$ cat src/rtl/cpu_pkg.sv
// cpu_pkg: shared state, instruction-class and condition-code definitions for the CPU sequencer
package cpu_pkg;
    typedef enum logic [2:0] {
        S_IDLE, S_FETCH, S_DECODE, S_READ, S_EXEC, S_MEM, S_WB, S_FAULT
    } state_e;
    typedef enum logic [2:0] {
        CL_DP, CL_DP_S, CL_LDR, CL_STR, CL_B, CL_BL, CL_NOP, CL_UNDEF
    } class_e;
    typedef enum logic [3:0] {
        CC_EQ, CC_NE, CC_CS, CC_CC, CC_MI, CC_PL, CC_VS, CC_VC,
        CC_HI, CC_LS, CC_GE, CC_LT, CC_GT, CC_LE, CC_AL, CC_NV
    } cond_e;
    localparam int N_BIT = 3;
    localparam int Z_BIT = 2;
    localparam int C_BIT = 1;
    localparam int V_BIT = 0;
endpackage

$ cat src/rtl/cond_check.sv
// cond_check: ARM condition-field evaluation against the NZCV flags
module cond_check
    import cpu_pkg::*;
(
    input  logic [3:0] cond_field,
    input  logic [3:0] cpsr,
    output logic       pass
);
    logic n, z, c, v;
    assign n = cpsr[N_BIT];
    assign z = cpsr[Z_BIT];
    assign c = cpsr[C_BIT];
    assign v = cpsr[V_BIT];
    always_comb begin
        case (cond_e'(cond_field))
            CC_EQ: pass = z;
            CC_NE: pass = !z;
            CC_CS: pass = c;
            CC_CC: pass = !c;
            CC_MI: pass = n;
            CC_PL: pass = !n;
            CC_VS: pass = v;
            CC_VC: pass = !v;
            CC_HI: pass = c && !z;
            CC_LS: pass = !c || z;
            CC_GE: pass = n == v;
            CC_LT: pass = n != v;
            CC_GT: pass = !z && (n == v);
            CC_LE: pass = z || (n != v);
            CC_AL: pass = 1'b1;
            default: pass = 1'b0;
        endcase
    end
endmodule

$ cat src/rtl/cpu_sequencer.sv
// cpu_sequencer: stall-aware multi-cycle control FSM for the single-issue CPU datapath
module cpu_sequencer
    import cpu_pkg::*;
#(
    parameter int MEM_TIMEOUT = 15,
    parameter int CNT_W       = 16
) (
    input  logic             clk,
    input  logic             rst,
    input  logic             run,
    input  logic [2:0]       instr_class,
    input  logic [3:0]       cond_field,
    input  logic [3:0]       cpsr,
    input  logic             imem_ack,
    input  logic             dmem_ack,
    output logic             imem_req,
    output logic             dmem_req,
    output logic             dmem_we,
    output logic             instruction_en,
    output logic             read_en,
    output logic             alu_en,
    output logic             cpsr_we,
    output logic             write_en,
    output logic             lr_we,
    output logic             pc_we,
    output logic             pc_sel,
    output logic             retired,
    output logic             fault,
    output logic [2:0]       state,
    output logic [CNT_W-1:0] instr_count
);
    localparam int TW = $clog2(MEM_TIMEOUT + 1);
    state_e           state_q, state_d;
    logic [TW-1:0]    tmo_q, tmo_d;
    logic [CNT_W-1:0] cnt_q, cnt_d;
    logic             pass, tmo;
    class_e           cls;

    cond_check u_cond (.cond_field(cond_field), .cpsr(cpsr), .pass(pass));

    assign cls            = class_e'(instr_class);
    assign tmo            = tmo_q == TW'(MEM_TIMEOUT);
    assign imem_req       = state_q == S_FETCH;
    assign instruction_en = imem_req && imem_ack;
    assign read_en        = state_q == S_READ;
    assign alu_en         = state_q == S_EXEC;
    assign cpsr_we        = alu_en && cls == CL_DP_S;
    assign lr_we          = alu_en && cls == CL_BL;
    assign pc_sel         = alu_en && cls inside {CL_B, CL_BL};
    assign dmem_req       = state_q == S_MEM;
    assign dmem_we        = dmem_req && cls == CL_STR;
    assign write_en       = state_q == S_WB;
    assign fault          = state_q == S_FAULT;
    assign retired        = (state_q == S_DECODE && !pass)
                          || (alu_en && cls inside {CL_B, CL_BL, CL_NOP})
                          || (dmem_we && dmem_ack) || write_en;
    assign pc_we          = retired;
    assign state          = state_q;
    assign instr_count    = cnt_q;

    always_comb begin
        state_d = state_q;
        case (state_q)
            S_IDLE:   state_d = run ? S_FETCH : S_IDLE;
            S_FETCH:  state_d = imem_ack ? S_DECODE : tmo ? S_FAULT : S_FETCH;
            S_DECODE: state_d = cls == CL_UNDEF ? S_FAULT : S_READ;
            S_READ:   state_d = S_EXEC;
            S_EXEC:   state_d = cls inside {CL_LDR, CL_STR} ? S_MEM
                              : cls inside {CL_DP, CL_DP_S} ? S_WB : S_FAULT;
            S_MEM:    state_d = dmem_ack ? S_WB : tmo ? S_FAULT : S_MEM;
            default:  state_d = state_q;
        endcase
        if (retired) state_d = run ? S_FETCH : S_IDLE;
        // any state change restarts the wait counter, so it is zero on entry to FETCH/MEM
        tmo_d = state_d == state_q ? tmo_q + 1'b1 : '0;
        cnt_d = retired ? cnt_q + 1'b1 : cnt_q;
    end

    always_ff @(posedge clk) begin
        if (rst) begin
            state_q <= S_IDLE;
            tmo_q   <= '0;
            cnt_q   <= '0;
        end else begin
            state_q <= state_d;
            tmo_q   <= tmo_d;
            cnt_q   <= cnt_d;
        end
    end
endmodule

$ cat config.mk
export PLATFORM = sky130hd
export DESIGN_NAME = cpu_sequencer
export DESIGN_NICKNAME = d
export VERILOG_FILES = /design/src/rtl/cpu_pkg.sv /design/src/rtl/cond_check.sv /design/src/rtl/cpu_sequencer.sv
export SDC_FILE = /design/constraint.sdc
export NUM_CORES = 1
export LEC_CHECK = 0
export ABC_AREA = 1
export CAP_MARGIN = 10
export CORE_UTILIZATION = 40
export CTS_CLUSTER_DIAMETER = 150
export DETAILED_ROUTE_END_ITERATION = 10
export GPL_ROUTABILITY_DRIVEN = 0
export PLACE_DENSITY = 0.72
export SYNTH_ARGS = -nofsm -noshare
export SYNTH_HDL_FRONTEND = slang
export SYNTH_HIERARCHICAL = 1
export SYNTH_SLANG_ARGS = --single-unit
$ cat constraint.sdc
create_clock -name clk -period 4.2 [get_ports clk]
set_input_delay 0.84 -clock clk [delete_from_list [all_inputs] [get_ports clk]]
set_output_delay 0.84 -clock clk [all_outputs]
set_load 0.01 [all_outputs]
Yosys cells after proc, flatten, opt, wreduce, memory -nomap -nowiden
Cells that the tools add are included.

Flip-flop bits (word level): 23. Input bits: 16.

Equality and inequality tests: 32. Mux-type cells: 11. Reductions and logical operators: 28. Bitwise logic cells: 1. Add/sub/neg operators: 2.

Operator list (number): $eq 4x4->1 const B (8); $eq 3x3->1 const B (8); $pmux 3 s6 (1); $add 16x1->16 const B (1); $eq 4x3->1 const B (4); $pmux 1 s15 (1); $eq 3x2->1 const B (4); $mux 3 (4); $logic_and 1x1->1 (10); $eq 4x2->1 const B (2); $eq 3x1->1 const B (2); $logic_not 3->1 (2); $mux 2 (3); $reduce_bool 2->1 (3); $logic_not 1->1 (5); $logic_or 1x1->1 (5); $add 4x1->4 const B (1); $eq 4x1->1 const B (1); $logic_not 4->1 (1); $eq 3x3->1 (1); $reduce_bool 3->1 (1); $mux 1 (2); $reduce_or 2->1 (1); $eq 1x1->1 (1); 2 further kinds (2).

Longest topological paths before layout
Depth after elaboration: 12. Mapped depth: 18. Mapped depth without buffers: 18.

Modules after synthesis
The synthesis kept the hierarchy.

By module, submodules not included: cpu_sequencer (area an instance 1425.1 sq um, cells an instance 216, times used 1, seq. area each 460.4 sq um); cond_check (area an instance 229.0 sq um, cells an instance 55, times used 1, seq. area each 0.0 sq um).

Worst setup path before layout
No wires, ideal clock.

Kind: input to output. Start: in cond_field[1]. End: out retired. Required time: 3.360 ns. Data arrival time: 1.935 ns. Stages on the path: 12. Setup slack: 1.425 ns. Cell sequence: nor2_1 > nand2_1 > nor2_1 > nand2_1 > nand2_2 > nor2_1 > nand2_1 > a21oi_1 > nor2_1 > nand2_2 > buf_4 > buf_4.

Cells in the longest elaborated chain, start to end: 7. Elaborated cells between the ends (all ways): 21. Those cells by class: eq/ne: 14; mux: 1; reduce/logical: 6.

RTL lines: from (decl) (line cpu_sequencer.sv:12) `input logic [3:0] cond_field,`; $eq 4x4->1, or another cell as far along (line cond_check.sv:15) `case (cond_e'(cond_field))`; $pmux 1 s15 (*) (line cond_check.sv:15); named net pass (line cpu_sequencer.sv:36) `logic pass, tmo;`; $logic_not 1->1 (*) (line cpu_sequencer.sv:54) `assign retired = (state_q == S_DECODE && !pass)`; $logic_and 1x1->1 (*) (line cpu_sequencer.sv:54); $logic_or 1x1->1 (*) (line cpu_sequencer.sv:55) `|| (alu_en && cls inside {CL_B, CL_BL, CL_NOP})`; $logic_or 1x1->1 (*) (2 in a row) (line cpu_sequencer.sv:56) `|| (dmem_we && dmem_ack) || write_en;`; to (decl) (line cpu_sequencer.sv:27) `output logic retired,`.

The timed path passes the listed nets; every way through them passes the cells marked *.

Worst setup path in the final report
Start: in cond_field[2]. End: out pc_we.

Cells in the longest elaborated chain, start to end: 7. Elaborated cells between the ends (all ways): 21. Those cells by class: eq/ne: 14; mux: 1; reduce/logical: 6.

RTL lines: $eq 4x4->1, or another cell as far along (line cond_check.sv:15); $pmux 1 s15 (*) (line cond_check.sv:15); named net pass (line cpu_sequencer.sv:36); $logic_not 1->1 (*) (line cpu_sequencer.sv:54); $logic_and 1x1->1 (*) (line cpu_sequencer.sv:54); $logic_or 1x1->1 (*) (line cpu_sequencer.sv:55); $logic_or 1x1->1 (*) (2 in a row) (line cpu_sequencer.sv:56); to (decl) (line cpu_sequencer.sv:25) `output logic pc_we,`.

Marks and branches as above.

==> metrics <==
CTS Hold Buffers Added=0; grt ovf=0; total I/O pin count=48; run status=finished, final reports clean; crit path time final=3870 ps; final cell count without fillers=367; chip height=approximately 66 um; worst skew pair latency=270 ps; Area Growth Syn to Fin=33.0%; worst vdd ir=0.000145 V; highest-count cells in the layout ignoring fill and taps=68 x nand2_1, 47 x clkdlybuf4s50_1, 37 x nor2_1; Root Driver=clkbuf_8; skew final=5.13 ps; post-CTS sizing=0; final critical-path share of the clock period=0.921; RSZ-0062 raised after global routing=no; Worst path max stage delay=590 ps; DRT iter0 DRCs=94; first-pass iteration count of the detailed router=4; Final Hold Viols=0; CP Launch Point=cond_field[2]; CTS tree=built; WP data required=about 3400 ps; Die Wd=66.3 um; Min-Delay Path Class=reg2reg; Mean Syn Cell Area=6.10 um2; Clock transition at path regs=80 ps; most common cell after layout, fill and taps aside=nand2_1; dpl hpwl=2950 um; critical path, cell by cell=clkdlybuf4s50_1, nand2_1, clkinv_1, nand3_1, nand2_1, nand2_2, nor2_1, nand2_1, a21oi_1, nor2_1, nand2_2, clkdlybuf4s50_1; Slew @ Worst Pin=445 ps; # diodes=0; syn nets=approximately 290; leak pwr=0.967 nW; Initial Util=0.417; DRC viols=0; Setup CP Type=in2out; die area=4400 um2; Buffers on Ports=47; WL per Instance=10.4 um; Yosys warnings=6; Worst Path Arrival=3030 ps; setup_tns=0 ps; Worst R2R Start=state[2]$_SDFF_PP0_; count of final setup violators=0; CTS Buf Count=3; vias=around 1800; number of antenna violations at the first check in global routing=0; Cell Rows=23; Slew HR=0.702; Antenna Nets Post-Route=0; Synth Instances=around 270; Hold Crit Depth=1; Post-Syn Area=1650 um2; Max Slew Vio Count=0; vias in the first global route=1465; GRT Util Overall=0.176; H-tree depth=1; Crit Path Max Fanout=14; Post-CTS Setup Repair Bufs=0; pre-CTS setup slack=350 ps; Clock Sinks=23; largest net degree at the start of global routing=15; post-synthesis sequential area ratio=0.278; Max Fclk=259 MHz; Via density=between 4 and 5; first-pass GRT wire length=6110 um; Fill cells=416; Placed Cells=363; R2R cell count=9; crit start category=primary input; max cap viols=0; Nets=336; P per Cell Area=~250 nW/um2; final wirelength=roughly 3800 um; crit-path most repeated cell=nand2_1; worst setup margin=334 ps; Crit-path slowest cell=clkdlybuf4s50_1; layout cell share with drive strength beyond 1=0.0789; post-synth cell types=28; FF+latch count, synth=23; hold path startpoint=tmo_q[0]$_SDFF_PP0_; Clock Tree Buf Depth=2; crit end category=output port; CORE AREA=3970 um2
## metrics by stage
step | total power, W | instance area [um2] | hold slack [ps] | utilization
3_5_place_dp | 0.000414 | 2150 | 445 | 0.542
4_1_cts | 0.000554 | 2200 | 465 | 0.554
3_3_place_gp | 0.000413 | 2150 | 435 | 0.542
6_report | 0.000547 | 2200 | 455 | 0.554
5_1_grt | 0.000582 | 2200 | 485 | 0.554
2_1_floorplan | 0.000356 | 1650 | 418 | -
## power by group
| group | leakage (nW) | switching, W | internal [W] |
|---|---|---|---|
| Clock | 0.0255 | 0.0000725 | 0.0000663 |
| Sequential | 0.186 | 0.0000166 | 0.000229 |
| Combinational | 0.756 | 0.0000919 | 0.0000712 |
## cell type report
type                    count  area (um2)  share of cell area
inverters                  39         149              0.0677
clock buffers               3        41.3              0.0188
repair buffers             47         470               0.214
multi-input cells         204        1010               0.460
clock inverters             1        5.00             0.00228
well taps                  50        62.6              0.0284
flip-flops and latches     23         460               0.209
## cell usage after synthesis (all sizes together)
cell | count | share of area
a21oi | 18 | 0.054
o21ai | 7 | 0.021
and3 | 2 | 0.0076
ha | 2 | 0.015
nor4 | 1 | 0.0038
buf | 4 | 0.018
nor3b | 1 | 0.0076
clkinv | 2 | 0.0045
clkbuf | 1 | 0.0023
nand4 | 4 | 0.015
nand2 | 78 | 0.20
nor2 | 43 | 0.13
inv | 37 | 0.085
xnor2 | 1 | 0.0053
or2 | 1 | 0.0038
xor2 | 5 | 0.026
dfxtp | 23 | 0.28
nand3 | 31 | 0.094
nand3b | 1 | 0.0045
nor3 | 9 | 0.027
## metal layers
layer | part of all wire | global-route usage | wire length [um]
met5 | 0 | 0 | 0
met4 | 0.0081 | 0.0532 | 31
met3 | 0.056 | 0.0224 | 213
met2 | 0.44 | 0.301 | 1690
met1 | 0.49 | 0.228 | 1870
## critical path, delay by kind of cell
kind / cells / cell delay, ps
AOI/OAI and AO/OA: 1 / 140
buffers and inverters: 3 / 1210
and+or+nand+nor: 8 / 830
## cell families (layout without fill, tap and decap cells)
group,count (synthesis),after routing,synth area share
AO/OA/AOI/OAI,25,25,0.0756
XOR/XNOR,6,6,0.0318
adder cells (fa/ha/maj),2,2,0.0151
buffers and inverters,44,90,0.110
flip-flops,23,23,0.278
AND/OR/NAND/NOR,171,171,0.489
## state kept, by name, indices dropped and copies added, names as in the netlist
signal       flops
instr_count     16
state            3
tmo_q            4
## final timing paths
path | to | slack, ps
worst min register to register | tmo_q[0]$_SDFF_PP0_ | 460
worst max-delay path | pc_we | 330
worst min-delay path | tmo_q[0]$_SDFF_PP0_ | 460
worst max register to register | instr_count[11]$_SDFFE_PP0P_ | 2300
Power figures use the tool's default switching activity.
==> patch 1 (same flow settings) <==
Reset style: asynchronous (`rst`), changed in one clocked block.
--- a/src/rtl/cpu_sequencer.sv
+++ b/src/rtl/cpu_sequencer.sv
@@ -77,5 +77,5 @@
     end
 
-    always_ff @(posedge clk) begin
+    always_ff @(posedge clk or posedge rst) begin
         if (rst) begin
             state_q <= S_IDLE;
Check against the original RTL: differs if rst is asserted again (counterexample within 4 cycles, from zero or initial values and one cycle with rst high); with rst held inactive, the same outputs for 10 cycles.
==> patch 1 against the original RTL <==
Die area down 1.2%. Worst setup slack better by 20 ps. Worst hold slack better by 26 ps. Design area down 1.1%. Routed wire length down 9.5%. Area after synthesis down 1.3%. Sequential cell count unchanged. Critical path type unchanged.
Power is not compared: it rests on default switching activity, and its combinational part moved more than twofold at a synthesized area within 25%.
==> patch 1: results (changes against the original RTL) <==
- Status: finished, final reports clean
- Post-synth top cells: 73 x nand2_1, 31 x nor2_1, 25 x inv_1, 25 x nand3_1, 23 x dfrtp_1
- Dpl hpwl: 2.673 mm (-9.3%)
- Leakage: around 1.0 nW
- DRT Wirelength: 3.443 mm (-9.5%)
- Clk_skew: 6.018 ps (+0.8855 ps)
- TritonRoute pass-1 iters: 4 (unchanged)
- Yosys cell types: 28 (unchanged)
- Crit path max fanout: 12 (-2)
- Post-Syn Nets: 254 (-12%)
- Pre-CTS setup slack: 357.4 ps (+6.948 ps)
- Sequential share of the synthesized area: 35.25% (+7.4 points)
- Post-Place Cells: 327 (-9.9%)
- First-pass GRT wire length: 5.802 mm (-5.0%)
- Actual slew at the worst max-slew pin: 830.3 ps (+385.0 ps)
- Vias post-DR: 1569 (-11%)
- Area Overhead vs Synth: 33.26%
- Adder-cell share of the synthesized area: 1.533% (+0.020 points)
- Clock tree sinks: 23 (unchanged)
- Post-synth ARST share: 100.0% (+100 points)
- Area of the multi-input gates: 914.6 um2 (-9.5%)
- Htree depth: 1 (unchanged)
- Layout fillers: 359 (-14%)
- WL/cell: 10.40 um (+0.35%)
- Clk pin slew, worst setup/hold paths: 80 ps (about the same)
- Compound-Gate Fraction of Synth Area: 1.839% (-5.7 points)
- Synth area leaders: dfrtp_1 35%, nand2_1 17%, nand3_1 7.7%
- Repair and plain buffers: 47 (unchanged)
- Pin count of the biggest net entering global routing: 24 (+9)
- CP peak stage delay: 590 ps (about the same)
- Die X: 65.89 um (-0.63%)
- Cells after synthesis: 236 (-13%)
- Placed Instance Area: 2130 um2 (-1.1%)
- Non-Clock Buffer Area Fraction: 21.62% (+0.23 points)
- Worst EP arrival: 3010 ps (-20 ps)
- Clk root buf: clkbuf_8
- Final nets: 302 (-10%)
- Comb_multi_in: 180 (-12%)
- Vias in the first global route: 1379 (-5.9%)
- Initial DRC Count: 83 (-12%)
- Reg area: 575.6 um2 (+25%)
- Hold crit path type: flop to flop
- Yosys warnings: 6 (unchanged)
- Post-synthesis mux area share: 0% (unchanged)
- Clock buf/inv share: 2.128% (+0.023 points)
- Tot GR Track Use: 17.12% (-0.50 points)
- Inverter count: 29 (-26%)
- Port Buffers: 47 (unchanged)
- Post-synthesis xor/xnor area fraction: 6.973% (+3.8 points)
- Share of cells above drive strength 1: 7.067% (-0.82 points)
[patch 1: power breakdown]
part	switching, mW	internal (mW)
Combinational	0.298	0.265
Clock	0.0660	0.0661
Sequential	0.0948	0.272
Total	0.459	0.603
[patch 1: path summary, 6_finish.rpt]
check / slack (ps) / depth (start not counted) / start / to
min: 480 / 1 / tmo_q[0]$_DFF_PP0_ / tmo_q[0]$_DFF_PP0_
min in group asynchronous: 1040 / 2 / rst / instr_count[14]$_DFFE_PP0P_
max in group asynchronous: 2640 / 2 / rst / instr_count[6]$_DFFE_PP0P_
min reg2reg: 480 / 1 / tmo_q[0]$_DFF_PP0_ / tmo_q[0]$_DFF_PP0_
max: 350 / 12 / cond_field[3] / pc_we
max reg2reg: 2170 / 10 / state[1]$_DFF_PP0_ / instr_count[12]$_DFFE_PP0P_
[patch 1: per-layer routing]
metal	track usage [%]	wire (um)
met5	0	0
met4	5.435	36
met3	3.276	167
met1	22.73	1664
met2	27.81	1575
==> patch 2 (config.mk and constraints unchanged) <==
Made on the original files. Set the parameter `CNT_W` to 18 (it was 16).
--- a/src/rtl/cpu_sequencer.sv
+++ b/src/rtl/cpu_sequencer.sv
@@ -4,5 +4,5 @@
 #(
     parameter int MEM_TIMEOUT = 15,
-    parameter int CNT_W       = 16
+    parameter int CNT_W       = 18
 ) (
     input  logic             clk,
Ports: changed (resized instr_count); port bits go from 48 to 50. No check against the original RTL was run, so the function may have changed too.
==> patch 2 against the original RTL <==
Design area increased by 3.1%. First-iteration DRC count increased by 22%. Clock skew increased by 0.50 ps. Routed wire length increased by 11%. Sequential cell count increased by 2. Via count increased by 6.3%. Worst setup slack improved by 31 ps. Cell count increased by 4.9%. Area after synthesis increased by 2.4%. Total power increased by 3.0%. Sequential power increased by 6%. Critical endpoint unchanged. Largest cell class unchanged.
==> patch 2: results (changes against the original RTL) <==
- DR WL met3: 183 um (-14%)
- Met2 WL: 2.000 mm (+18%)
- Final nets: 354 (+5.4%)
- Placed Instance Area: 2223 um2 (+3.3%)
- Max VDD drop: 0.2028 mV (+40%)
- Dpl hpwl: 3.228 mm (+9.6%)
- Post-Place Cells: 381 (+5.0%)
- Vias in the first global route: 1613 (+10%)
- Post-synth top cells: 80 x nand2_1, 44 x nor2_1, 34 x inv_1
- Port Buffers: 49 (+4.3%)
- Leakage: 0.9671 nW (about the same)
- Layout fillers: 418 (+0.48%)
- Cells after synthesis: 286 (+5.5%)
- Status: finished, final reports clean
- Clk_skew: 5.633 ps (+0.5000 ps)
- Pin count of the biggest net entering global routing: 14 (-1)
- Post-Syn Nets: 304 (+5.2%)
- Flop2flop setup slack: 2220 ps (-80 ps)
- Fin crit share: 91.30% (-0.75 points)
- Sequential share of the synthesized area: 29.54% (+1.7 points)
- Final std cells w/o fill: 385 (+4.9%)
- Initial DRC Count: 115 (+22%)
- Met1 WL: 2.023 mm (+8.2%)
- Yosys cell types: 32 (+14%)
- DRT Wirelength: 4.239 mm (+11%)
- Slew Limit Headroom: 67.74% (-2.5 points)
- Share of cells above drive strength 1: 5.373% (-2.5 points)
- Synth area leaders: dfxtp_1 30%, nand2_1 18%, nor2_1 9.7%
- Pre-CTS setup slack: 372.8 ps (+22.35 ps)
patch 2: final timing paths:
| check | startpoint | end | cells past startpoint |
|---|---|---|---|
| worst max-delay path | cond_field[2] | pc_we | 12 |
| worst min-delay path | tmo_q[0]$_SDFF_PP0_ | tmo_q[0]$_SDFF_PP0_ | 1 |
| worst max register to register | state[1]$_SDFF_PP0_ | instr_count[10]$_SDFFE_PP0P_ | 11 |
| worst min register to register | tmo_q[0]$_SDFF_PP0_ | tmo_q[0]$_SDFF_PP0_ | 1 |
patch 2: stage by stage:
stage	total power, mW	util, %	hold WS (ps)
2_1_floorplan	0.3626	-	417.5
3_3_place_gp	0.4239	55.19	429.1
3_5_place_dp	0.4246	55.19	437.8
4_1_cts	0.5706	56.30	454.5
5_1_grt	0.5974	56.30	478.2
6_report	0.5636	56.30	449.2
patch 2: critical path, delay by kind of cell:
family / cells / cell delay, ps
buf+inv: 3 / 1210
simple gates: 8 / 810
compound gates: 1 / 150
patch 2: final cells by class:
cell class / instances / area (um2) / area share [%]
inverter: 38 / 142.6 / 6.288
timing repair buffer: 50 / 498.0 / 21.95
tap: 50 / 62.56 / 2.758
clock buffer: 4 / 45.04 / 1.986
multi-input combinational: 218 / 1020 / 44.95
sequential: 25 / 500.5 / 22.06
patch 2: routing by layer:
layer | global-route usage (%) | vias up
met5 | 0 | -
met4 | 4.255 | 0
met3 | 4.110 | 5
met2 | 32.75 | 33
met1 | 25.56 | 826
li1 | - | 1010
patch 2: kinds of logic after synthesis:
| group | count (synthesis) | share of synthesized area (%) |
|---|---|---|
| adders and majority gates | 2 | 1.477 |
| and+or+nand+nor | 181 | 46.83 |
| xor gates and xnor gates | 5 | 2.585 |
| buffers and inverters | 43 | 10.27 |
| AOI/OAI and AO/OA | 30 | 9.306 |
| DFF | 25 | 29.54 |
